### src/rtl/fir_decim.sv
// Decimating FIR low-pass stage: gathers DECIM samples from a show-ahead FIFO,
// runs one time-multiplexed MAC over all taps, and writes one sample downstream.
module fir_decim #(
  parameter int                              TAPS       = 32,
  parameter int                              DECIM      = 8,
  parameter int                              DATA_WIDTH = 32,
  parameter int                              QUANT_BITS = 10,
  parameter logic [TAPS*DATA_WIDTH-1:0]      COEFFS     = '0
) (
  input  logic                  clock,
  input  logic                  reset,
  output logic                  x_in_rd_en,
  input  logic                  x_in_empty,
  input  logic [DATA_WIDTH-1:0] x_in,
  output logic [DATA_WIDTH-1:0] y_out,
  output logic                  y_out_wr_en,
  input  logic                  y_out_full
);

  localparam int TAP_W  = (TAPS  > 1) ? $clog2(TAPS)  : 1;
  localparam int FILL_W = (DECIM > 1) ? $clog2(DECIM) : 1;
  localparam logic signed [2*DATA_WIDTH-1:0] TRUNC_BIAS = (2*DATA_WIDTH)'((64'sd1 <<< QUANT_BITS) - 64'sd1);

  typedef enum logic [1:0] {S_FILL, S_MAC, S_WRITE} state_t;

  state_t                        state;
  logic signed [DATA_WIDTH-1:0]  x [TAPS];
  logic signed [DATA_WIDTH-1:0]  acc;
  logic [TAP_W-1:0]              tap;
  logic [FILL_W-1:0]             fill;

  logic signed [DATA_WIDTH-1:0]   coeff;
  logic signed [DATA_WIDTH-1:0]   sample;
  logic signed [2*DATA_WIDTH-1:0] prod;
  logic signed [2*DATA_WIDTH-1:0] prod_adj;
  logic signed [DATA_WIDTH-1:0]   dq;
  logic signed [DATA_WIDTH-1:0]   acc_next;

  // Newest sample lives at x[0], so tap j pairs with the coefficient from the far end.
  // NOTE: every always_comb output gets a value before any branch, so no latch is inferred.
  always_comb begin
    coeff    = COEFFS[(TAPS-1-int'(tap))*DATA_WIDTH +: DATA_WIDTH];
    sample   = x[tap];
    prod     = coeff * sample;
    // Bias negative products so the arithmetic shift truncates toward zero.
    prod_adj = prod[2*DATA_WIDTH-1] ? prod + TRUNC_BIAS : prod;
    dq       = DATA_WIDTH'(prod_adj >>> QUANT_BITS);
    acc_next = acc + dq;
  end

  // Gating with reset keeps the pop strobe quiet while reset is held.
  assign x_in_rd_en  = reset && (state == S_FILL) && !x_in_empty;
  assign y_out_wr_en = (state == S_WRITE) && !y_out_full;

  // NOTE: sequential state uses non-blocking assignments so every register samples pre-edge values.
  always_ff @(posedge clock or negedge reset) begin
    if (!reset) begin
      state <= S_FILL;
      acc   <= '0;
      tap   <= '0;
      fill  <= '0;
      y_out <= '0;
      // NOTE: the history is flip-flops, not RAM, and must restart from zero, so it is reset.
      for (int j = 0; j < TAPS; j++) x[j] <= '0;
    end else begin
      case (state)
        S_FILL: begin
          if (x_in_rd_en) begin
            for (int j = TAPS-1; j > 0; j--) x[j] <= x[j-1];
            x[0] <= x_in;
            if (fill == FILL_W'(DECIM-1)) begin
              fill  <= '0;
              acc   <= '0;
              tap   <= '0;
              state <= S_MAC;
            end else begin
              fill <= fill + 1'b1;
            end
          end
        end
        S_MAC: begin
          acc <= acc_next;
          if (tap == TAP_W'(TAPS-1)) begin
            tap   <= '0;
            y_out <= acc_next;
            state <= S_WRITE;
          end else begin
            tap <= tap + 1'b1;
          end
        end
        S_WRITE: begin
          if (!y_out_full) state <= S_FILL;
        end
        default: state <= S_FILL;
      endcase
    end
  end

endmodule
### config.mk
export PLATFORM = sky130hd
export DESIGN_NAME = fir_decim
export DESIGN_NICKNAME = d
export VERILOG_FILES = /design/src/rtl/fir_decim.sv
export SDC_FILE = /design/constraint.sdc
export NUM_CORES = 1
export LEC_CHECK = 0
export CAP_MARGIN = 20
export CELL_PAD_IN_SITES_DETAIL_PLACEMENT = 0
export CELL_PAD_IN_SITES_GLOBAL_PLACEMENT = 1
export CORE_ASPECT_RATIO = 0.9
export CORE_MARGIN = 5
export CORE_UTILIZATION = 21
export DETAILED_ROUTE_END_ITERATION = 7
export HOLD_SLACK_MARGIN = 0.03
export PLACE_DENSITY = 0.82
export SKIP_CTS_REPAIR_TIMING = 1
export SYNTH_ARGS = -nofsm -noshare
export SYNTH_HDL_FRONTEND = slang
export SYNTH_SLANG_ARGS = --single-unit
### constraint.sdc
create_clock -name clock -period 2.2 [get_ports clock]
set_input_delay 0.44 -clock clock [delete_from_list [all_inputs] [get_ports clock]]
set_output_delay 0.44 -clock clock [all_outputs]
set_load 0.01 [all_outputs]
==> out/metrics.csv <==
metric,value,unit
status,"finished, final reports clean",
Mean Syn Cell Area,10.57,µm²
Critical Path Start Type,flip-flop,
CTS buffer count,3,
Core Region,0.003652,mm²
antenna cell count,0,
RSZ-0062 raised after global routing,false,
largest net degree at the start of global routing,12,
max_cap viols,0,
# rows,21,
initial drt markers,22,
clk sinks,10,
CTS tree,yes,
most frequent cells in the layout,"conb_1 (32), dfrtp_1 (10), ha_1 (5)",
Clock transition at path regs,0.04,ns
post-layout util,0.2258,
initial antenna violation count,0,
gr usage total,0.05035,
DRC violations left,0,
latest clock arrival within the worst-skew pair,0.23,ns
layout filler cell count,415,
DIE AREA,0.005046,mm²
CP startpoint,state[1],
total wire length,1224,µm
vias in the first global route,380,
area delta synth->final,5.440,%
final setup vio count,0,
GRT overflow,0,
maximum fanout along the worst path,5,
max-slew violations,0,
Worst Path Arrival,1.59,ns
worst vdd ir,0.1873,mV
Final #Nets,126,
post-synthesis instance total,74,
Clock Tree Root,clkbuf_8,
period utilization,0.9233,
final critical-path required period,2.031,ns
"commonest non-fill, non-tap cell in the layout",conb_1,
WS Path Type,reg2out,
Hold WC Path Type,reg2reg,
share of layout cells above drive strength 1,0.1205,
LEAKAGE,0.4475,nW
post-synthesis sequential area ratio,0.3200,
Seq cells post-synth,10,
HPWL after DPL,1000,µm
Required @ worst endpoint,1.76,ns
Avg WL per Cell,9.488,µm
Hold Startpoint,tap[4],
first-pass GRT wire length,1794,µm
Yosys cell types,22,
Reg-to-Reg Start,tap[0],
clk buf depth,2,
post-DR vias/cell,3.333,
gpl congestion,0.7128,
Antenna Nets Post-Route,0,
Chip Height,67.89,µm
H-Tree Depth,1,
DR vias,430,
I/O Buffers,5,
Initial Util,0.2141,
synthesized area,782.0,µm²
IO Count,70,
final hold violation count,0,
skew final,0.003411,ns
Pre-antenna DRT Iters,4,
Die W,74.33,µm
Critical Path End Type,output port,
Max Freq,492.3,MHz
worst hold slack,0.5139,ns
power density cells,998.0,mW/mm²
Synth warnings,0,
sequential cells by signal, summed over array words and instances, names as in the netlist:
signal  flops
tap         5
fill        3
state       2
through the flow:
stage | TNS (ns) | setup slack (ns) | instance area (µm²) | instances | power [mW]
2_1_floorplan | 0 | 0.6069 | 898.4 | 105 | 0.6057
3_3_place_gp | -0.02742 | -0.02742 | 780.7 | 126 | 0.6172
3_5_place_dp | -0.02827 | -0.02827 | 780.7 | 126 | 0.6527
4_1_cts | -0.03834 | -0.03834 | 822.0 | 129 | 0.8444
5_1_grt | 0 | 0.09441 | 824.5 | 129 | 0.8967
6_report | 0 | 0.1686 | 824.5 | 129 | 0.8229
metal layers:
layer,track usage,vias up,share of wire
li1,-,208,-
met1,0.05742,201,0.37
met2,0.07412,19,0.49
met3,0.02056,2,0.11
met4,0.04000,0,0.028
met5,0,-,0
synthesized netlist by cell type:
| cell type | number | share of area |
|---|---|---|
| buf_4 | 32 | 0.31 |
| dfrtp_1 | 10 | 0.32 |
| ha_1 | 5 | 0.080 |
| a22o_1 | 4 | 0.045 |
| nor2_1 | 3 | 0.014 |
| nor2b_1 | 3 | 0.024 |
| mux2_4 | 2 | 0.038 |
| a21o_1 | 1 | 0.0096 |
| a221o_1 | 1 | 0.013 |
| and2b_1 | 1 | 0.0096 |
| and3_1 | 1 | 0.0080 |
| and3b_1 | 1 | 0.011 |
| and4bb_1 | 1 | 0.016 |
| conb_1 | 1 | 0.0048 |
| inv_1 | 1 | 0.0048 |
| mux2_2 | 1 | 0.014 |
| nand3_1 | 1 | 0.0064 |
| nand3b_1 | 1 | 0.0096 |
| nor3b_2 | 1 | 0.016 |
| nor4b_4 | 1 | 0.030 |
| o21ai_1 | 1 | 0.0064 |
| o2bb2ai_1 | 1 | 0.011 |
path summary, 6_finish.rpt:
kind / endpoint / slack [ns] / cells after the start
min reg2reg: tap[4] / 0.51 / 1
min in group asynchronous: fill[2] / 0.53 / 2
min: tap[4] / 0.51 / 1
max in group asynchronous: tap[4] / 1.53 / 2
max reg2reg: tap[2] / 0.44 / 6
max: y_out_wr_en / 0.17 / 3
power breakdown:
| part | leakage, nW | internal [mW] | switching [mW] |
|---|---|---|---|
| logic | 0.299 | 0.165 | 0.148 |
| clock network | 0.0216 | 0.119 | 0.0593 |
| registers | 0.127 | 0.263 | 0.0693 |
| total | 0.448 | 0.547 | 0.276 |
final cells by class:
| class | instances | area, µm² | share of cell area |
|---|---|---|---|
| well taps | 46 | 57.56 | 0.06980 |
| multi-input cells | 62 | 404.1 | 0.4901 |
| clock buffers | 3 | 41.29 | 0.05008 |
| inverters | 1 | 3.754 | 0.004552 |
| repair buffers | 7 | 67.56 | 0.08194 |
| flip-flops and latches | 10 | 250.2 | 0.3035 |
cell families (layout without fill, tap and decap cells):
kind of cell / Yosys count / count (layout) / share of synthesized area
buf+inv: 33 / 11 / 0.3120
simple gates: 14 / 14 / 0.1456
flops: 10 / 10 / 0.3200
compound gates: 8 / 8 / 0.08480
fa+ha+maj: 5 / 5 / 0.08000
mux: 3 / 3 / 0.05280
other cells: 1 / 32 / 0.004795
critical path, stage by stage (launching register included):
cell             delay (ns)
dfrtp_1                0.46
nor2b_1                0.20
nor2b_1                0.16
clkdlybuf4s50_1        0.55
Power figures use the tool's default switching activity.
